File: src/rtl/if_stage_ctrl_pkg.sv
// rtl/if_stage_ctrl_pkg.sv - shared fetch-stage constants, state encoding and helpers
package if_stage_ctrl_pkg;

  localparam logic [31:0] NOP_INST     = 32'h0000_0000;
  localparam logic [31:0] RESET_PC_DEF = 32'h0000_3000;

  typedef enum logic {
    RUN  = 1'b0,
    HOLD = 1'b1
  } fetch_state_e;

  function automatic logic [31:0] align_word(input logic [31:0] addr);
    return {addr[31:2], 2'b00};
  endfunction

endpackage

File: src/rtl/if_stage_ctrl_if.sv
// rtl/if_stage_ctrl_if.sv - hazard/branch requests, imem and IF/ID signals around the fetch controller
interface if_stage_ctrl_if;

  logic        pc_stall;
  logic        IF_ID_stall;
  logic        ID_EX_flush_lw;
  logic        branch_taken;
  logic [31:0] branch_target;
  logic [31:0] inst_in;
  logic [31:0] pc;
  logic [31:0] IF_ID_pc;
  logic [31:0] IF_ID_inst;
  logic        IF_ID_valid;
  logic        ID_EX_clear;

  // master is the fetch controller; slave is the surrounding pipeline
  modport master (
    input  pc_stall, IF_ID_stall, ID_EX_flush_lw, branch_taken, branch_target, inst_in,
    output pc, IF_ID_pc, IF_ID_inst, IF_ID_valid, ID_EX_clear
  );

  modport slave (
    output pc_stall, IF_ID_stall, ID_EX_flush_lw, branch_taken, branch_target, inst_in,
    input  pc, IF_ID_pc, IF_ID_inst, IF_ID_valid, ID_EX_clear
  );

endinterface

File: src/rtl/if_stage_ctrl_sat_counter.sv
// rtl/if_stage_ctrl_sat_counter.sv - event counter that sticks at all-ones, cleared only by reset
module if_stage_ctrl_sat_counter #(
  parameter int CNT_W = 16
) (
  input  logic             clk,
  input  logic             rst_n,
  input  logic             inc,
  output logic [CNT_W-1:0] cnt
);

  always_ff @(posedge clk or negedge rst_n) begin
    if (!rst_n) begin
      cnt <= '0;
    end else if (inc && (cnt != {CNT_W{1'b1}})) begin
      cnt <= cnt + CNT_W'(1);
    end
  end

endmodule

File: src/rtl/if_stage_ctrl.sv
// rtl/if_stage_ctrl.sv - fetch-stage controller: PC, IF/ID register, stall/redirect handling
module if_stage_ctrl
  import if_stage_ctrl_pkg::*;
#(
  parameter logic [31:0] RESET_PC = RESET_PC_DEF,
  parameter int          CNT_W    = 16
) (
  input  logic                 clk,
  input  logic                 rst_n,
  if_stage_ctrl_if.master      bus,
  output logic [CNT_W-1:0]     stall_cnt,
  output logic [CNT_W-1:0]     flush_cnt,
  output logic                 stall_err,
  output logic                 align_err
);

  fetch_state_e state;
  logic         stall_eff;
  logic         stall_inc;

  assign stall_eff       = bus.pc_stall | bus.IF_ID_stall;
  assign stall_inc       = stall_eff & ~bus.branch_taken;
  assign bus.ID_EX_clear = bus.ID_EX_flush_lw | bus.branch_taken;

  always_ff @(posedge clk or negedge rst_n) begin
    if (!rst_n) begin
      state           <= RUN;
      bus.pc          <= RESET_PC;
      bus.IF_ID_pc    <= 32'h0;
      bus.IF_ID_inst  <= NOP_INST;
      bus.IF_ID_valid <= 1'b0;
      stall_err       <= 1'b0;
      align_err       <= 1'b0;
    end else begin
      // The load-use detector drives both stall lines together for exactly one cycle
      if ((bus.pc_stall != bus.IF_ID_stall) || (stall_eff && (state == HOLD))) begin
        stall_err <= 1'b1;
      end

      if (bus.branch_taken) begin
        bus.pc          <= align_word(bus.branch_target);
        bus.IF_ID_pc    <= 32'h0;
        bus.IF_ID_inst  <= NOP_INST;
        bus.IF_ID_valid <= 1'b0;
        state           <= RUN;
        if (bus.branch_target[1:0] != 2'b00) begin
          align_err <= 1'b1;
        end
      end else if (stall_eff) begin
        state <= HOLD;
      end else begin
        bus.pc          <= bus.pc + 32'd4;
        bus.IF_ID_pc    <= bus.pc;
        bus.IF_ID_inst  <= bus.inst_in;
        bus.IF_ID_valid <= 1'b1;
        state           <= RUN;
      end
    end
  end

  if_stage_ctrl_sat_counter #(.CNT_W(CNT_W)) u_stall_cnt (
    .clk   (clk),
    .rst_n (rst_n),
    .inc   (stall_inc),
    .cnt   (stall_cnt)
  );

  if_stage_ctrl_sat_counter #(.CNT_W(CNT_W)) u_flush_cnt (
    .clk   (clk),
    .rst_n (rst_n),
    .inc   (bus.branch_taken),
    .cnt   (flush_cnt)
  );

endmodule
File: src/flat_wrapper.sv
// flat-port wrapper written by rule: the top's interface ports become plain ports
module if_stage_ctrl_flat import if_stage_ctrl_pkg::*;
#(
  parameter logic [31:0] RESET_PC = RESET_PC_DEF,
  parameter int          CNT_W    = 16
)
  (clk, rst_n, stall_cnt, flush_cnt, stall_err, align_err, bus_pc_stall, bus_IF_ID_stall, bus_ID_EX_flush_lw, bus_branch_taken, bus_branch_target, bus_inst_in, bus_pc, bus_IF_ID_pc, bus_IF_ID_inst, bus_IF_ID_valid, bus_ID_EX_clear);
  if_stage_ctrl_if bus_i ();
  input  logic clk;
  input  logic rst_n;
  output logic [CNT_W-1:0] stall_cnt;
  output logic [CNT_W-1:0] flush_cnt;
  output logic stall_err;
  output logic align_err;
  input wire logic [$bits(bus_i.pc_stall)-1:0] bus_pc_stall;
  input wire logic [$bits(bus_i.IF_ID_stall)-1:0] bus_IF_ID_stall;
  input wire logic [$bits(bus_i.ID_EX_flush_lw)-1:0] bus_ID_EX_flush_lw;
  input wire logic [$bits(bus_i.branch_taken)-1:0] bus_branch_taken;
  input wire logic [$bits(bus_i.branch_target)-1:0] bus_branch_target;
  input wire logic [$bits(bus_i.inst_in)-1:0] bus_inst_in;
  output wire logic [$bits(bus_i.pc)-1:0] bus_pc;
  output wire logic [$bits(bus_i.IF_ID_pc)-1:0] bus_IF_ID_pc;
  output wire logic [$bits(bus_i.IF_ID_inst)-1:0] bus_IF_ID_inst;
  output wire logic [$bits(bus_i.IF_ID_valid)-1:0] bus_IF_ID_valid;
  output wire logic [$bits(bus_i.ID_EX_clear)-1:0] bus_ID_EX_clear;
  assign bus_i.pc_stall = bus_pc_stall;
  assign bus_i.IF_ID_stall = bus_IF_ID_stall;
  assign bus_i.ID_EX_flush_lw = bus_ID_EX_flush_lw;
  assign bus_i.branch_taken = bus_branch_taken;
  assign bus_i.branch_target = bus_branch_target;
  assign bus_i.inst_in = bus_inst_in;
  assign bus_pc = bus_i.pc;
  assign bus_IF_ID_pc = bus_i.IF_ID_pc;
  assign bus_IF_ID_inst = bus_i.IF_ID_inst;
  assign bus_IF_ID_valid = bus_i.IF_ID_valid;
  assign bus_ID_EX_clear = bus_i.ID_EX_clear;
  if_stage_ctrl #(.RESET_PC(RESET_PC), .CNT_W(CNT_W)) u_core (.clk(clk), .rst_n(rst_n), .bus(bus_i), .stall_cnt(stall_cnt), .flush_cnt(flush_cnt), .stall_err(stall_err), .align_err(align_err));
endmodule
File: config.mk
export PLATFORM = sky130hd
export DESIGN_NAME = if_stage_ctrl_flat
export DESIGN_NICKNAME = d
export VERILOG_FILES = /design/src/rtl/if_stage_ctrl_pkg.sv /design/src/rtl/if_stage_ctrl_if.sv /design/src/rtl/if_stage_ctrl_sat_counter.sv /design/src/rtl/if_stage_ctrl.sv /design/src/flat_wrapper.sv
export SDC_FILE = /design/constraint.sdc
export NUM_CORES = 1
export LEC_CHECK = 0
export ABC_AREA = 1
export ABC_CLOCK_PERIOD_IN_PS = 2600
export CAP_MARGIN = 20
export CORE_MARGIN = 4
export CORE_UTILIZATION = 50
export DETAILED_ROUTE_END_ITERATION = 10
export PLACE_DENSITY = 0.85
export SLEW_MARGIN = 40
export SYNTH_ARGS = -nofsm -noshare
export SYNTH_HDL_FRONTEND = slang
export SYNTH_SLANG_ARGS = --single-unit
File: constraint.sdc
create_clock -name clk -period 2.6 [get_ports clk]
set_clock_uncertainty 0.1 [all_clocks]
set_input_delay 0.78 -clock clk [delete_from_list [all_inputs] [get_ports clk]]
set_output_delay 0.78 -clock clk [all_outputs]
set_load 0.01 [all_outputs]
==> results of run 1 <==
==> sequential cells by signal, indices dropped and copies added (netlist names) <==
register / count
u_core.stall_err: 1
u_core.align_err: 1
u_core.bus.pc: 30
u_core.u_flush_cnt.cnt: 16
u_core.bus.IF_ID_valid: 1
u_core.u_stall_cnt.cnt: 16
u_core.bus.IF_ID_pc: 31
u_core.state: 1
u_core.bus.IF_ID_inst: 32
==> final cells by class <==
type                       count  area (µm²)  share of cell area [%]
clock buffer                  23         498                    5.26
clock inverter                 9         126                    1.34
inverter                      76         288                    3.04
multi-input combinational    588        2900                    30.6
sequential                   129        3230                    34.1
tap                          172         215                    2.27
timing repair buffer         216        2210                    23.3
==> per-stage QoR <==
stage          hold WS (ps)  worst slack (ps)
2_1_floorplan           339               254
3_3_place_gp            345              -322
3_5_place_dp            359              -320
4_1_cts                 202              3.57
5_1_grt                 214              40.7
6_report                191              53.7
==> worst min-delay path by stage <==
stage / start / to / slack [ps] / depth (start not counted)
detailed placement: u_core.state / u_core.stall_err / 360 / 1
floorplan: u_core.state / u_core.stall_err / 340 / 1
CTS: rst_n / u_core.bus.IF_ID_pc[25] / 200 / 1
global placement: u_core.state / u_core.stall_err / 340 / 1
finish: rst_n / u_core.bus.IF_ID_pc[29] / 190 / 1
global route: rst_n / u_core.bus.IF_ID_pc[25] / 210 / 1
==> kinds of logic (layout without fill, tap and decap cells) <==
group / Yosys count / after routing
AOI/OAI and AO/OA: 111 / 111
xor gates and xnor gates: 18 / 18
adders and majority gates: 4 / 4
buffers and inverters: 107 / 324
DFF: 129 / 129
other: 1 / 2
and+or+nand+nor: 453 / 453
==> report_power, final <==
group | internal (mW) | leakage [nW] | switching (mW)
Sequential | 2.22 | 1.68 | 0.271
Combinational | 0.693 | 2.36 | 0.669
Clock | 1.63 | 0.309 | 0.870
==> layer usage <==
layer	up-vias	wire length (µm)
li1	3048	-
met1	2975	7930
met2	272	9400
met3	29	1290
met4	0	371
met5	-	0
==> layout by cell type, fill, tap and decap left out, types with 9 or more instances in the layout <==
master,instances
sky130_fd_sc_hd__nand2_1,282
sky130_fd_sc_hd__clkdlybuf4s50_1,196
sky130_fd_sc_hd__dfrtp_1,127
sky130_fd_sc_hd__nor2_1,76
sky130_fd_sc_hd__inv_1,70
sky130_fd_sc_hd__nand3_1,47
sky130_fd_sc_hd__o21ai_0,46
sky130_fd_sc_hd__a22o_1,34
sky130_fd_sc_hd__clkbuf_16,17
sky130_fd_sc_hd__nor3_1,15
sky130_fd_sc_hd__a21oi_1,11
sky130_fd_sc_hd__buf_4,10
sky130_fd_sc_hd__xnor2_1,9
sky130_fd_sc_hd__xor2_1,9
==> what timing repair did <==
action                                  CTS  global route
setup buffers                             0             0
pin swaps                                 0             0
resized for setup                         2             1
hold buffers                              0             0
endpoints found under the setup margin    1             1
==> key figures, run 1 <==
Route
  • DRT Pass-1 Iters: 6
  • Final wirelength: about 19000 µm
  • Number of nets with antenna violations after routing: 0
  • Drt wl/cell: around 16 µm
  • Starting DRC count in detailed routing: 510
  • Total number of vias: 6324
  • Avg Vias per Cell: between 5 and 6
  • DRC Markers: 0

Worst setup path
  • Crit-path slowest cell: sky130_fd_sc_hd__clkdlybuf4s50_1
  • Delay of the slowest critical-path stage: about 380 ps
  • Critical path required time: 1720 ps
  • Worst reg2reg endpoint: u_core.u_flush_cnt.cnt[13]
  • Startpoint of the lowest-slack register-to-register path: u_core.u_flush_cnt.cnt[0]
  • Depth of the most critical reg-to-reg path: 8
  • Critical path endpoint: bus_ID_EX_clear
  • Startpoint types: primary input
  • Worst path bufs/invs: 2
  • Count of cell instances traversed by the critical path: 3
  • Cell-by-cell listing of the critical path: clkdlybuf4s50_1 > or2_2 > clkdlybuf4s15_1
  • Critical-path maximum fanout: 1
  • Arrival time worst endpoint: ~1700 ps
  • Worst-case register-to-register setup slack: 770 ps
  • First element of the critical path: bus_ID_EX_flush_lw
  • Crit path capture type: output pin
  • Class of the most critical setup path: primary input to output pin
  • Cell family with most CP delay: buffers and inverters

Logic synthesis
  • Area fraction of the dominant cell type after synthesis: around half
  • Average cell area after synthesis: roughly 8.0 µm²
  • Yosys warning total: 0
  • Share of synthesized registers carrying an async set or reset: between 90% and 100%
  • Unique cell type count in the Yosys netlist: between 40 and 50
  • Number of synthesized flops with an enable pin: 0
  • Cell Area, Synth: ~6600 µm²
  • Multiplexer area fraction after synthesis: 0%
  • Share of synthesized area occupied by flip-flops and latches: between 40% and 50%
  • Cell accounting for the most synthesized area: sky130_fd_sc_hd__dfrtp_1
  • Xor/xnor share of the synthesized area: approximately 2.4%
  • Top post-synthesis cells by count: sky130_fd_sc_hd__nand2_1 (282), sky130_fd_sc_hd__dfrtp_1 (127), sky130_fd_sc_hd__nor2_1 (76)
  • Seq cells post-synth: 129
  • Leading post-synthesis cells by cell area: sky130_fd_sc_hd__dfrtp_1 (48%), sky130_fd_sc_hd__nand2_1 (16%), sky130_fd_sc_hd__a22o_1 (4.5%)
  • Simple-gate share of the synthesized area: between 20% and 30%
  • Cell with the most instances after synthesis: sky130_fd_sc_hd__nand2_1
  • Gate count after technology mapping: between 800 and 900
  • Dominant combinational cell family by area after synthesis: simple AND/OR/NAND/NOR gates
  • Arithmetic-cell share of the synthesized area counting full adders, half adders and majority gates: less than 1%
  • Synth Area in Compound Gates: a little over a tenth
  • Main flop type after synthesis: sky130_fd_sc_hd__dfrtp_1

Global routing
  • Total overflow reported by the global router: 0
  • Maximum number of pins on one net before global-route repair: 47
  • Initial antenna violation count: 0
  • Fraction of met3 tracks used by global routing: ~5.2%
  • Number of global-route vias before repair: between 6000 and 7000
  • Global routing met1 resource utilization: roughly a third
  • Global routing's busiest layer: met2
  • Global-route track usage on met2: around two fifths
  • Global-route wire length before repair: 30400 µm
  • Combined global-route utilization of all metal layers: 25.8%

Floorplanning
  • Count of pins on the block boundary: between 200 and 250
  • Die H: about 120 µm
  • Area of the die: between 15000 and 20000 µm²
  • Width of the die: between 100 and 150 µm
  • Number of placement rows: 41
  • Initial Util: 51.6%
  • Core Footprint: between 10000 and 15000 µm²

Clock tree
  • Number of buffers added by the clock tree synthesis step: 17
  • Clock Pin Slew Worst Setup and Hold Paths: around 50 ps
  • Root buffer selected by CTS: sky130_fd_sc_hd__clkbuf_16
  • TritonCTS clock tree: built
  • Clock Sink Count: between 100 and 150
  • Level count of the clock H-tree: 4
  • Clock latency reported for the late side of the worst-skew pair: 420 ps
  • Max Root-Sink Buffers: 2

Finish
  • Final instance area: approximately 9500 µm²
  • Layout filler cell count: between 900 and 1000
  • Final core occ: approximately three quarters
  • Area grow syn2layout: 43.7%
  • Layout cells sized above 1: ~8.3%
  • Total inserted antenna cells: 0
  • Final Net Count: 1102
  • Filler-free cell count of the finished design: between 1000 and 1500

Placed design
  • Detailed Place HPWL: 13600 µm
  • Number of placed instances with taps included: 1181
  • Number of buffer cells added on primary ports: roughly 200
  • Final weighted congestion of routability-driven global placement: roughly 0.91
  • Total placed instance area: 8840 µm²

Pwr
  • Worst supply voltage drop on vdd: between 400 and 500 µV
  • Overall Power: ~6.4 mW
  • Static leakage: approximately 4.3 nW
  • Power per unit of standard cell area: between 600 and 700 nW/µm²

Timing
  • Total count of hold-check failures in the final report: 0
  • RSZ-0062 raised after global routing: no
  • Number of pins with negative max-slew slack in the final report: 0
  • Fraction of the cycle the final worst path needs: between 90% and 100%
  • Final setup TNS: 0 ps
  • Timing-limited maximum frequency: roughly 390 MHz
  • Final setup vio count: 0
  • Minimum clock period: between 2000 and 3000 ps

Hold path
  • Type of the worst min-delay path: primary input to asynchronous set/reset pin

Run
  • Max-cap violations: 0

Outcome
  • Status: completed
(Power assumes the default switching activity.)
==> run 2, diff against run 1 <==
--- a/config.mk
+++ b/config.mk
@@ -9,9 +9,9 @@
 export ABC_CLOCK_PERIOD_IN_PS = 2600
 export CAP_MARGIN = 20
 export CORE_MARGIN = 4
-export CORE_UTILIZATION = 50
+export CORE_UTILIZATION = 25
 export DETAILED_ROUTE_END_ITERATION = 10
-export PLACE_DENSITY = 0.85
+export MAX_ROUTING_LAYER = met4
 export SLEW_MARGIN = 40
 export SYNTH_ARGS = -nofsm -noshare
 export SYNTH_HDL_FRONTEND = slang
==> key figures, run 2 (synthesis gave the netlist of run 1 again) <==
Outcome
  • Status: completed

Timing
  • Timing-limited maximum frequency: around 400 MHz
  • Fraction of the cycle the final worst path needs: between 90% and 100%
  • Minimum clock period: 2490 ps
  • Final setup TNS: 0 ps
  • RSZ-0062 raised after global routing: no
  • Final setup vio count: 0
  • Number of pins with negative max-slew slack in the final report: 0
  • Total count of hold-check failures in the final report: 0
  • Hold WS: ~210 ps

Clock tree
  • Clock latency reported for the late side of the worst-skew pair: ~420 ps
  • Root buffer selected by CTS: sky130_fd_sc_hd__clkbuf_16
  • Level count of the clock H-tree: 4
  • Clock Sink Count: around 130
  • Number of buffers added by the clock tree synthesis step: 17
  • Clock Pin Slew Worst Setup and Hold Paths: approximately 60 ps
  • Max Root-Sink Buffers: 2
  • TritonCTS clock tree: built
  • Post-CTS Setup Repair Bufs: 0

Route
  • Number of nets with antenna violations after routing: 0
  • Starting DRC count in detailed routing: 420
  • Drt wl/cell: 15.6 µm
  • Total number of vias: slightly above 6000
  • Avg Vias per Cell: 4.46
  • Final wirelength: around 22000 µm
  • DRT Pass-1 Iters: 5
  • DRC Markers: 0

Worst setup path
  • Crit path capture type: output pin
  • Cell-by-cell listing of the critical path: clkdlybuf4s50_1
  • Class of the most critical setup path: flop to output pin
  • Worst-case register-to-register setup slack: about 700 ps
  • Crit-path slowest cell: sky130_fd_sc_hd__clkdlybuf4s50_1
  • Startpoint types: flop
  • Worst path bufs/invs: 1
  • Delay of the slowest critical-path stage: 630 ps
  • Critical path required time: roughly 1700 ps
  • Arrival time worst endpoint: 1610 ps
  • Cell family with most CP delay: buffers and inverters
  • Critical-path maximum fanout: 4

Floorplanning
  • Die H: around 170 µm
  • Core Footprint: between 20000 and 30000 µm²
  • Width of the die: 170 µm
  • Initial Util: 25.3%
  • Number of placement rows: slightly below 60
  • Area of the die: 29000 µm²
  • Count of pins on the block boundary: between 200 and 250

Global routing
  • Combined global-route utilization of all metal layers: about 16%
  • Number of global-route vias before repair: 6197
  • Global-route wire length before repair: about 35000 µm
  • Initial antenna violation count: 1
  • Maximum number of pins on one net before global-route repair: 50
  • Total overflow reported by the global router: 0

Placed design
  • Detailed Place HPWL: around 16000 µm
  • Final weighted congestion of routability-driven global placement: just under 0.9
  • Number of buffer cells added on primary ports: 199

Hold path
  • Type of the worst min-delay path: primary input to asynchronous set/reset pin

Finish
  • Largest registers: u_core.bus.IF_ID_inst (32), u_core.bus.IF_ID_pc (31), u_core.bus.pc (30)
  • Number of flip-flops in the largest register: 32
  • Layout filler cell count: 2677
  • Area grow syn2layout: 46.4%
  • Commonest cells after routing, fill and taps aside: sky130_fd_sc_hd__nand2_1 (282), sky130_fd_sc_hd__clkdlybuf4s50_1 (196), sky130_fd_sc_hd__dfrtp_1 (127)
  • Most common cell after layout, fill and taps aside: sky130_fd_sc_hd__nand2_1
  • Most flop-heavy register: u_core.bus.IF_ID_inst
  • Layout cells sized above 1: under 10%
  • Final Net Count: around 1100

Pwr
  • Power per unit of standard cell area: between 600 and 700 nW/µm²
  • Worst supply voltage drop on vdd: roughly 400 µV
  • Static leakage: 4.34 nW

Run
  • Max-cap violations: 0
run 2: repair_timing:
action / CTS / global route
gates resized for setup: 7 / 0
hold buffers: 0 / 0
endpoints found under the setup margin: 1 / 0
run 2: metrics by stage:
step | instance area (µm²) | util (%) | setup slack (ps) | total power [mW] | cells
after CTS | 9640 | 37.1 | 78.9 | 6.34 | 1380
after global placement | 9050 | 34.8 | -403 | 3.89 | 1348
after floorplan | 6590 | - | 254 | 3.10 | 824
after detailed placement | 9050 | 34.8 | -401 | 3.92 | 1348
final | 9640 | 37.1 | 113 | 6.24 | 1381
after global routing | 9640 | 37.1 | 45.4 | 6.62 | 1381
run 2: where the power goes:
part | internal [mW] | leakage, nW | switching, mW
Sequential | 2.22 | 1.68 | 0.264
Clock | 1.48 | 0.286 | 0.897
Combinational | 0.696 | 2.37 | 0.684
Total | 4.40 | 4.34 | 1.85
run 2: area by class of cell:
class                      count  area (µm²)  share of cell area (%)
sequential                   129        3230                    33.5
multi-input combinational    588        2900                    30.1
timing repair buffer         220        2220                    23.0
clock buffer                  22         474                    4.92
tap                          335         419                    4.35
inverter                      76         288                    2.98
clock inverter                10         109                    1.13
antenna                        1        2.50                  0.0260
run 2: worst paths after layout:
path | end | cells past startpoint | from
min in group clk | u_core.stall_err | 1 | u_core.state
max in group asynchronous | u_core.bus.pc[13] | 2 | rst_n
worst min register to register | u_core.stall_err | 1 | u_core.state
worst max register to register | u_core.u_flush_cnt.cnt[13] | 8 | u_core.u_flush_cnt.cnt[0]
worst max-delay path | bus_pc[12] | 1 | u_core.bus.pc[12]
worst min-delay path | u_core.u_stall_cnt.cnt[0] | 1 | rst_n
run 2: metal layers:
metal	share of wire (%)	up-vias	GRT usage, %
li1	-	3063	-
met1	46	2923	21.1
met2	48	165	24.2
met3	4.5	12	3.25
met4	1.1	0	3.37
met5	0	-	-
